## src/rtl/hazard_unit.sv

```systemverilog
// hazard_unit
// Pipeline hazard detection and multiply/divide occupancy tracking.
// Combinationally decides whether the instruction in ID must stall (load-use,
// branch operand not yet available in ID, or mul/div unit conflict), gates
// the front-end enables, launches the mul/div unit and counts stall cycles.
//
// Ports
//   clock          in   sole clock, rising edge
//   resetn         in   asynchronous active-low reset
//   id_rs, id_rt   in   source registers of the ID instruction
//   id_use_rs/rt   in   ID instruction reads rs / rt
//   id_branch      in   ID instruction resolves in ID (branch / jr)
//   id_muldiv      in   ID instruction is mult/div
//   id_div         in   selects divide when id_muldiv is set
//   id_mfhilo      in   ID instruction reads HI/LO
//   ex_write_reg   in   EX destination register
//   ex_reg_write   in   EX writes a register
//   ex_mem_read    in   EX instruction is a load
//   mem_write_reg  in   MEM destination register
//   mem_mem_read   in   MEM instruction is a load
//   pc_en, ifid_en out  PC and IF/ID update enables
//   idex_bubble    out  squash ID/EX to a NOP
//   md_start       out  one-cycle mul/div launch
//   md_busy        out  mul/div unit occupied
//   md_done        out  registered pulse after the final busy cycle
//   stall_cycles   out  saturating stall counter
//
// state | meaning
// IDLE  | mul/div unit free, may accept a launch
// BUSY  | mul/div unit running, counter holds remaining cycles
module hazard_unit #(
    parameter int unsigned MUL_CYCLES = 4,
    parameter int unsigned DIV_CYCLES = 32
) (
    input  logic        clock,
    input  logic        resetn,
    input  logic [4:0]  id_rs,
    input  logic [4:0]  id_rt,
    input  logic        id_use_rs,
    input  logic        id_use_rt,
    input  logic        id_branch,
    input  logic        id_muldiv,
    input  logic        id_div,
    input  logic        id_mfhilo,
    input  logic [4:0]  ex_write_reg,
    input  logic        ex_reg_write,
    input  logic        ex_mem_read,
    input  logic [4:0]  mem_write_reg,
    input  logic        mem_mem_read,
    output logic        pc_en,
    output logic        ifid_en,
    output logic        idex_bubble,
    output logic        md_start,
    output logic        md_busy,
    output logic        md_done,
    output logic [15:0] stall_cycles
);

    typedef enum logic {IDLE = 1'b0, BUSY = 1'b1} state_t;

    localparam logic [5:0] MUL_LEN = 6'(MUL_CYCLES);
    localparam logic [5:0] DIV_LEN = 6'(DIV_CYCLES);

    state_t     state, state_next;
    logic [5:0] cnt, cnt_next;
    logic       done_next;

    logic ex_hit, mem_hit;
    logic load_use, br_ex, br_mem, md_conflict, stall;

    // Register 0 is hardwired, so it can never carry a dependency.
    assign ex_hit  = (ex_write_reg != 5'd0) &&
                     ((id_use_rs && (ex_write_reg == id_rs)) ||
                      (id_use_rt && (ex_write_reg == id_rt)));
    assign mem_hit = (mem_write_reg != 5'd0) &&
                     ((id_use_rs && (mem_write_reg == id_rs)) ||
                      (id_use_rt && (mem_write_reg == id_rt)));

    assign load_use    = ex_mem_read && ex_reg_write && ex_hit;
    // A branch in ID cannot take an EX result by forwarding yet.
    assign br_ex       = id_branch && ex_reg_write && ex_hit;
    assign br_mem      = id_branch && mem_mem_read && mem_hit;
    assign md_conflict = md_busy && (id_muldiv || id_mfhilo);
    assign stall       = load_use || br_ex || br_mem || md_conflict;

    assign pc_en       = !stall;
    assign ifid_en     = !stall;
    assign idex_bubble = stall;
    assign md_busy     = (state == BUSY);

    always_comb begin
        state_next = state;
        cnt_next   = cnt;
        done_next  = 1'b0;
        md_start   = 1'b0;
        case (state)
            IDLE: begin
                if (id_muldiv && !stall) begin
                    md_start   = 1'b1;
                    state_next = BUSY;
                    cnt_next   = id_div ? DIV_LEN : MUL_LEN;
                end
            end
            BUSY: begin
                if (cnt == 6'd1) begin
                    state_next = IDLE;
                    cnt_next   = 6'd0;
                    done_next  = 1'b1;
                end else begin
                    cnt_next = cnt - 6'd1;
                end
            end
            default: begin
                state_next = IDLE;
                cnt_next   = 6'd0;
            end
        endcase
    end

    always_ff @(posedge clock or negedge resetn) begin
        if (!resetn) begin
            state   <= IDLE;
            cnt     <= 6'd0;
            md_done <= 1'b0;
        end else begin
            state   <= state_next;
            cnt     <= cnt_next;
            md_done <= done_next;
        end
    end

    always_ff @(posedge clock or negedge resetn) begin
        if (!resetn) begin
            stall_cycles <= 16'd0;
        end else if (stall && (stall_cycles != 16'hFFFF)) begin
            stall_cycles <= stall_cycles + 16'd1;
        end
    end

endmodule
```

## config.mk

```make
export PLATFORM = sky130hd
export DESIGN_NAME = hazard_unit
export DESIGN_NICKNAME = d
export VERILOG_FILES = /design/src/rtl/hazard_unit.sv
export SDC_FILE = /design/constraint.sdc
export NUM_CORES = 1
export LEC_CHECK = 0
export CAP_MARGIN = 5
export CORE_AREA = 2 2 60 62
export CTS_CLUSTER_SIZE = 24
export DETAILED_ROUTE_END_ITERATION = 7
export DIE_AREA = 0 0 62 64
export GPL_ROUTABILITY_DRIVEN = 0
export GPL_TIMING_DRIVEN = 0
export PLACE_DENSITY = 0.82
export RECOVER_POWER = 50
export SYNTH_ARGS = -nofsm -noshare
export SYNTH_HDL_FRONTEND = slang
export SYNTH_SLANG_ARGS = --single-unit
```

## constraint.sdc

```tcl
create_clock -name clock -period 4.75 [get_ports clock]
set_input_delay 0.95 -clock clock [delete_from_list [all_inputs] [get_ports clock]]
set_output_delay 0.95 -clock clock [all_outputs]
set_load 0.01 [all_outputs]
```

== Word level (Yosys, flattened, before mapping) ==
Index checks and enable logic that the tools add are counted.

* Bits in registers: 24
* Input port bits: 31
* Output and inout bits: 22
* Word-level logic and storage cells: 48

* Add/sub/neg operators: 2
* Eq/ne operators: 7
* Mux-type cells: 10
* Bitwise gates (word level): 1
* Reductions and logical operators: 24

{| class="wikitable"
|+ Operators by type and width
! cell !! count
|-
| $eq A5 B5 Y1 || 4
|-
| $mux W6 || 3
|-
| $add A16 B1 Y16 const B || 1
|-
| $ne A16 B16 Y1 const B || 1
|-
| $logic_and A1 B1 Y1 || 15
|-
| $pmux W6 S2 || 1
|-
| $reduce_bool A5 Y1 || 2
|-
| $eq A6 B1 Y1 const B || 1
|-
| $logic_or A1 B1 Y1 || 6
|-
| $sub A6 B1 Y6 const B || 1
|-
| $mux W1 || 5
|-
| $ne A2 B2 Y1 const B || 1
|-
| $pmux W1 S2 || 1
|-
| $logic_not A1 Y1 || 1
|-
| $not A1 Y1 || 1
|}

== Longest topological paths before layout ==
* Depth in word-level cells: 12
* Mapped depth: 9
* Gate-level depth less buffers: 6

== Worst setup path before layout ==
No wires, ideal clock.

* Kind: input to output
* Start: input mem_write_reg[0]
* End: output pc_en
* Arrival time: 2371 ps
* Required time: 3800 ps
* Setup slack: 1429 ps
* Cell stages on the path: 5
* Buffers on the path: 2
* Cell sequence: or3_1 > o311a_4 > a221oi_4 > buf_6 > buf_4

* Word-level cells in the longest chain between the ends: 8
* Elaborated cells on any way between the ends: 11
* Classes of those cells: eq/ne: 2; reduce/logical: 9

{| class="wikitable"
|+ RTL lines
! element !! line !! text
|-
| start: declaration || 48 || <nowiki>input logic [4:0] mem_write_reg,</nowiki>
|-
| $eq A5 B5 Y1, on equally long branches || 76, 77 ||
|-
| $logic_and A1 B1 Y1, on equally long branches || 76, 77 ||
|-
| $logic_or A1 B1 Y1 || 76 || <nowiki>((id_use_rs && (mem_write_reg == id_rs)) ||</nowiki>
|-
| $logic_and A1 B1 Y1 * || 75 || <nowiki>assign mem_hit = (mem_write_reg != 5'd0) &&</nowiki>
|-
| $logic_and A1 B1 Y1 * || 82 || <nowiki>assign br_mem = id_branch && mem_mem_read && mem_hit;</nowiki>
|-
| $logic_or A1 B1 Y1 * (2 in series) || 84 || <nowiki>assign stall = load_use || br_ex || br_mem || md_conflict;</nowiki>
|-
| $logic_not A1 Y1 * || n/a ||
|-
| end: declaration || 50 || <nowiki>output logic pc_en,</nowiki>
|}

Mark *: on every way between the ends. The rest lies on a longest branch, timed or not.

== Worst setup path after layout ==
* Start: input mem_write_reg[0]
* End: output pc_en

* Word-level cells in the longest chain between the ends: 8
* Elaborated cells on any way between the ends: 11
* Classes of those cells: eq/ne: 2; reduce/logical: 9

{| class="wikitable"
|+ RTL lines
! element !! line !! text
|-
| $eq A5 B5 Y1, on equally long branches || 76, 77 ||
|-
| $logic_and A1 B1 Y1, on equally long branches || 76, 77 ||
|-
| $logic_or A1 B1 Y1 || 76 ||
|-
| $logic_and A1 B1 Y1 * || 75 ||
|-
| $logic_and A1 B1 Y1 * || 82 ||
|-
| $logic_or A1 B1 Y1 * (2 in series) || 84 ||
|-
| $logic_not A1 Y1 * || 86 || <nowiki>assign pc_en = !stall;</nowiki>
|}

Marked as above.

==> summary.txt <==
Outcome
  • Outcome: complete, no violations

Final layout
  • Layout Nets: roughly 250
  • Layout cell share with drive strength beyond 1: 0.0794
  • Area delta synth->final: 40.7%
  • Antenna fix cells: 0

Setup path
  • CP max-delay cell: clkdlybuf4s50_1
  • Startpoint types: input pin
  • Worst EP required: around 3800 ps
  • Cells along the critical path: clkdlybuf4s50_1 > or3_1 > o311a_4 > a221oi_4 > buf_6 > buf_4 > clkdlybuf4s50_1
  • FF-to-FF setup slack: 2580 ps
  • CP peak stage delay: 520 ps
  • Reg2reg end: stall_cycles[13]
  • Worst reg2reg startpoint: stall_cycles[3]
  • Crit path kind: in -> out
  • CP max FO: 11
  • Worst-case reg-to-reg path depth: 8
  • Worst setup EP type: output pin
  • Most common cell on crit path: clkdlybuf4s50_1
  • Crit path DAT: 3500 ps

Place
  • IO buf count: between 50 and 60
  • Post-DP HPWL: 2.77 mm

Route
  • Starting DRT DRC Count: 44
  • Via count: approximately 1,400
  • Vias per inst: 5.26
  • Routed Antenna Nets: 0
  • Routed length per placed instance: 13.5 um
  • Pre-Repair DR Iteration Count: 5
  • Total wire length: 3.50 mm
  • DRC: 0

Floorplan
  • Chip Height: 64 um
  • Initial core utilization: 0.472
  • Placeable Area: roughly 3300 um2
  • Top Ports: 53
  • Die ar.: between 3000 and 4000 um2
  • Num rows: 21
  • Die W: roughly 62 um

Min path
  • Min-delay worst type: reg -> reg
  • Min-delay src: stall_cycles[7]
  • WHS Path Cells: 1
  • Hold Crit Endpoint: stall_cycles[7]

Yosys
  • Cells after Synth: 158
  • Seq cells post-synth: 24
  • Post-Syn Area: 1550 um2
  • Synth cell types: 34
  • Synth warnings: 0
  • Average size of a mapped cell: slightly below 10 um2
  • Syn nets: 192
  • Sequential share of the synthesized area: 0.388

Clocking
  • Buffer count from post-CTS setup fixing: 0
  • Cts-stage hold buffer count: 0
  • Worst-skew pair later-pin latency: 300 ps
  • CTS tree: yes
  • Worst-path clk slew: 130 ps
  • Clock root buffer: clkbuf_4
  • Clock sink count: 24
  • H-tree Lvls: 1
  • Post-CTS sizing: 0
  • Num CTS Buffers: 3
  • CTS max path bufs: 2

Timing
  • Layout Skew: around 12 ps
  • Max-Slew Margin vs Limit: 0.306
  • RSZ-0062 raised after global routing: no
  • Min cycle time layout: about 4400 ps
  • Final Slew Violations: 0
  • Hold WS: just under 500 ps
  • Slew @ Worst Pin: approximately 1000 ps
  • Fin crit share: 0.937
  • Final-report hold violation count: 0
  • Fmax: 225 MHz
  • # setup viols final: 0
  • Fin Setup TNS: 0 ps

GRT
  • Global route overflow: 0
  • Global-route wire length before repair: 5.57 mm
  • Number of global-route vias before repair: between 1,000 and 1,500
  • Total GRT Usage: 0.182
  • Initial antenna violation count: 0
  • Largest net degree at the start of global routing: 25

Pwr
  • Switching Share: 0.372
  • Final total power: ~1.1 mW
  • Logic pwr share: 0.486
  • Sequential share of power: 0.383
  • Clock share of power: 0.131
  • Internal power: around 0.68 mW
  • P_sw: 0.402 mW
  • Pleak: 0.869 nW
  • Pwr/cell area: just under 500 nW/um2
  • Worst vdd ir: between 0.3 and 0.4 mV

Run
  • Max-Cap Viols: 0
==> cells by family after synthesis <==
| group | count (synthesis) | synth area share |
|---|---|---|
| multiplexers | 1 | 0.00727 |
| flip-flops | 24 | 0.388 |
| buffers and inverters | 11 | 0.0404 |
| AO/OA/AOI/OAI | 14 | 0.0961 |
| adder cells (fa/ha/maj) | 3 | 0.0242 |
| AND/OR/NAND/NOR | 68 | 0.235 |
| XOR/XNOR | 37 | 0.209 |
==> Yosys cell counts <==
cell type | n | area [um2]
dfrtp_1 | 24 | 601
xnor2_1 | 21 | 184
xor2_1 | 16 | 140
nand2_1 | 14 | 52.6
nor3_1 | 11 | 55.1
nand4_1 | 8 | 50.1
nor2_1 | 7 | 26.3
nand3_1 | 6 | 30.0
inv_1 | 5 | 18.8
and3_1 | 4 | 25.0
ha_1 | 3 | 37.5
nand2b_1 | 3 | 18.8
nor4_1 | 3 | 18.8
o22ai_1 | 3 | 18.8
or3_1 | 3 | 18.8
a21oi_1 | 2 | 10.0
a221oi_4 | 2 | 52.6
and2_1 | 2 | 12.5
buf_2 | 2 | 10.0
buf_6 | 2 | 22.5
nor3_2 | 2 | 20.0
nor3b_1 | 2 | 15.0
o21ai_0 | 2 | 10.0
a211o_1 | 1 | 8.76
a221o_1 | 1 | 10.0
and4_1 | 1 | 8.76
buf_4 | 1 | 7.51
clkbuf_1 | 1 | 3.75
mux2_2 | 1 | 11.3
nor2_2 | 1 | 6.26
o22a_1 | 1 | 8.76
o2bb2ai_1 | 1 | 8.76
o311a_4 | 1 | 21.3
or2_2 | 1 | 6.26
==> stage by stage <==
| step | cell area, um2 | std cells | util | setup WS, ps |
|---|---|---|---|---|
| CTS | 2180 | 260 | 0.664 | 289 |
| global placement | 2130 | 256 | 0.648 | 303 |
| floorplan | 1550 | 158 | - | 1430 |
| detailed placement | 2130 | 256 | 0.648 | 293 |
| global route | 2180 | 260 | 0.664 | 205 |
| finish | 2180 | 260 | 0.664 | 301 |
==> worst max path at each step <==
stage | end | depth (start not counted) | slack [ps] | start
detailed placement | pc_en | 7 | 290 | mem_write_reg[0]
global placement | pc_en | 7 | 300 | mem_write_reg[0]
CTS | pc_en | 7 | 290 | mem_write_reg[0]
global route | pc_en | 7 | 200 | mem_write_reg[0]
finish | pc_en | 7 | 300 | mem_write_reg[0]
floorplan | pc_en | 5 | 1430 | mem_write_reg[0]
==> layout by cell type, fill, tap and decap left out, drive strengths merged <==
cell type,n
a21oi,2
or2,1
inv,5
o21ai,2
nor3,13
o2bb2ai,1
dlygate4sd3,11
or3,3
xnor2,21
bufinv,1
ha,3
nand2b,3
mux2,1
nand4,8
clkdlybuf4s50,41
a221o,1
nor2,8
nand3,6
clkbuf,4
a211o,1
nor3b,2
and2,2
a221oi,2
dfrtp,24
o22a,1
nor4,3
and3,4
and4,1
o22ai,3
nand2,14
o311a,1
buf,5
xor2,16
==> worst max-delay path, delay by kind of cell <==
kind / cells / cell delay, ps
simple gates: 1 / 420
buf+inv: 4 / 1310
compound gates: 2 / 810
==> power by group through the flow <==
stage                     Sequential, mW  Combinational, mW  Clock [mW]
final                              0.413              0.524       0.142
after global routing               0.431              0.576       0.157
after CTS                          0.416              0.544       0.146
after detailed placement           0.419              0.542           0
after global placement             0.415              0.530           0
after floorplan                    0.432              0.265           0
==> routing by layer <==
layer	track usage	up-vias	wire [um]
li1	-	668	-
met3	0.0304	4	287
met5	0	-	0
met1	0.246	635	1530
met2	0.293	61	1630
met4	0.0532	0	46
==> layout make-up <==
class | count | area [um2]
flip-flops and latches | 24 | 601
clock inverters | 1 | 30.0
repair buffers | 52 | 520
clock buffers | 3 | 22.5
multi-input cells | 123 | 886
inverters | 5 | 18.8
well taps | 46 | 57.6
plain buffers | 6 | 43.8
fillers | 267 | 1100
==> sequential cells by signal (all words and copies together), names as in the netlist <==
register      count
cnt               6
stall_cycles     16
md_done           1
md_busy           1
No activity file was read; power rests on OpenSTA's default activity.
==> edit: new RTL, config.mk and constraints unchanged <==
Add an input register stage for `id_muldiv` and `id_div`, cleared by the reset; this delays them by one clock. The other inputs are not delayed to match.
--- a/src/rtl/hazard_unit.sv
+++ b/src/rtl/hazard_unit.sv
@@ -63,2 +63,15 @@
 
+    logic id_muldiv_q;
+    logic id_div_q;
+
+    always_ff @(posedge clock or negedge resetn) begin
+        if (!resetn) begin
+            id_muldiv_q <= '0;
+            id_div_q    <= '0;
+        end else begin
+            id_muldiv_q <= id_muldiv;
+            id_div_q    <= id_div;
+        end
+    end
+
     state_t     state, state_next;
@@ -82,3 +95,3 @@
     assign br_mem      = id_branch && mem_mem_read && mem_hit;
-    assign md_conflict = md_busy && (id_muldiv || id_mfhilo);
+    assign md_conflict = md_busy && (id_muldiv_q || id_mfhilo);
     assign stall       = load_use || br_ex || br_mem || md_conflict;
@@ -97,6 +110,6 @@
             IDLE: begin
-                if (id_muldiv && !stall) begin
+                if (id_muldiv_q && !stall) begin
                     md_start   = 1'b1;
                     state_next = BUSY;
-                    cnt_next   = id_div ? DIV_LEN : MUL_LEN;
+                    cnt_next   = id_div_q ? DIV_LEN : MUL_LEN;
                 end
Check against the original RTL: not equivalent (Yosys sat finds a counterexample within 4 cycles, from zero or initial values and one cycle with resetn low).
==> edit against the unedited design <==
First-iteration DRC count rose by 11%; synthesized area rose by 3.2%; cell area rose by 2.5%; wire length rose by 14%; sequential cell count rose by 2; combinational power fell by 3%; setup slack got worse by 0.012 ns; total power fell by 0.77%; critical path depth did not move.
==> edit: results (changes against the unedited design) <==
Clocking
  • Clk_lat worst skew: 0.34 ns (+0.04 ns)
  • CTS resizes: 0 (unchanged)
  • Clock slew at reported path FFs: 0.15 ns (+0.02 ns)
  • Cts bufs inserted: 3 (unchanged)
  • Post-CTS Repair Setup Buffers: 0 (unchanged)

Detailed routing
  • DRT met1 WL: 1.48 mm (-3.5%)
  • DRT Pass-1 Iters: 4 (-1)
  • Starting DRT DRC Count: 49 (+11%)
  • Routed WL per cell: 15.1 um (+13%)
  • Vias: 1428 (+4.4%)
  • Met3 WL: 370 um (+29%)
  • Met2 routed WL: 2.08 mm (+28%)
  • Aggregate routed wire length: 3.98 mm (+14%)

Synth
  • Dominant cells by area after synthesis: dfrtp_1 41%, xnor2_1 12%, xor2_1 8.8%
  • Syn. warnings: 0 (unchanged)
  • Syn nets: 194 (+1.0%)
  • Sequential area share after synthesis: 0.407 (+0.0192)
  • Commonest cells post-synth: 26 x dfrtp_1, 21 x xnor2_1, 16 x xor2_1
  • Syn avg cell area: 9.99 sq um (+1.9%)

Min path
  • Worst Hold Class: register to register
  • Hold depth: 1 (unchanged)
  • Hold Path Origin: stall_cycles[9]
  • Hold Crit Endpoint: stall_cycles[9]

Timing
  • Final period utilization: 0.939 (+0.00245)
  • Worst Skew: 0.00879 ns (-0.00287 ns)
  • Hold Slack: 0.503 ns (+0.0146 ns)
  • Final Hold Fails: 0 (unchanged)
  • Rel. slew slack: 0.287 (-0.0186)

Layout
  • Number of sequential cells: 26 (+8.3%)
  • Sequential cell area share: 0.291 (+0.0158)
  • Clkbuf count: 3 (unchanged)
  • Non-clk invs: 5 (unchanged)
  • Filler cell count: 255 (-4.5%)
  • Fraction of cell area in non-clock buffers: 0.254 (-0.00456)
  • Antenna fix cells: 0 (unchanged)
  • Non-clk bufs: 59 (+1.7%)
  • Clock-cell share: 0.0235 (-0.000581)
  • Fraction of area in multi-input gates: 0.397 (-0.00979)
  • Layout cells sized above 1: 0.0783 (-0.00110)
  • Layout net count: 252 (+1.2%)
  • Seq. cell area: 651 sq um (+8.3%)

Critical path
  • Worst R2R Setup Slack: 2.54 ns (-0.04 ns)
  • Origin of the worst setup path: mem_write_reg[0]
  • WP data arrival: 3.51 ns (about the same)
  • Setup crit end: pc_en
  • Reg-to-Reg Start: stall_cycles[0]
  • Crit path max fanout: 11 (unchanged)
  • FF-to-FF path depth: 8 (unchanged)
  • Capturing point of the worst reg2reg path: stall_cycles[13]

Place
  • Placed cell area: 2180 sq um (+2.4%)
  • DP Worst Slack: 0.285 ns (-0.00816 ns)
  • Placed cells: 258 (+0.78%)
  • Post-DP HPWL: 3.06 mm (+11%)

Pwr
  • Leak: 0.929 nW (+6.9%)
  • Worst vdd ir: 0.301 mV (-5.6%)

Run status
  • Status: finished clean

Global route
  • First-pass GRT wire length: 6.22 mm (+12%)
  • Largest net degree at the start of global routing: 27 (+8.0%)
  • Overall Global Routing Usage: 0.205 (+0.0230)
[edit: critical path, cell delays in order]
cell and delay (ns):
clkdlybuf4s50_1 0.48, or3_1 0.42, o311a_4 0.35, a221oi_4 0.45, buf_6 0.22, buf_4 0.11, clkdlybuf4s50_1 0.52
[edit: cells by family (layout without fill, tap and decap cells)]
| logic type | Yosys count | after routing | share of synthesized area |
|---|---|---|---|
| and+or+nand+nor | 68 | 68 | 0.228 |
| xor gates and xnor gates | 37 | 37 | 0.203 |
| buffers and inverters | 11 | 68 | 0.0391 |
| adders and majority gates | 3 | 3 | 0.0235 |
| DFF | 26 | 26 | 0.407 |
| muxes | 1 | 1 | 0.00704 |
| AOI/OAI and AO/OA | 14 | 14 | 0.0931 |
[edit: report_power, final]
group	internal, W	switching (W)
Combinational	0.000271	0.000235
Clock	0.0000855	0.0000686
Sequential	0.000307	0.000103
Total	0.000663	0.000407
[edit: layer usage]
metal  up-vias  track usage
li1        676            -
met1       678        0.224
met2        68        0.382
met3         6       0.0405
met4         0       0.0559
met5         -            0
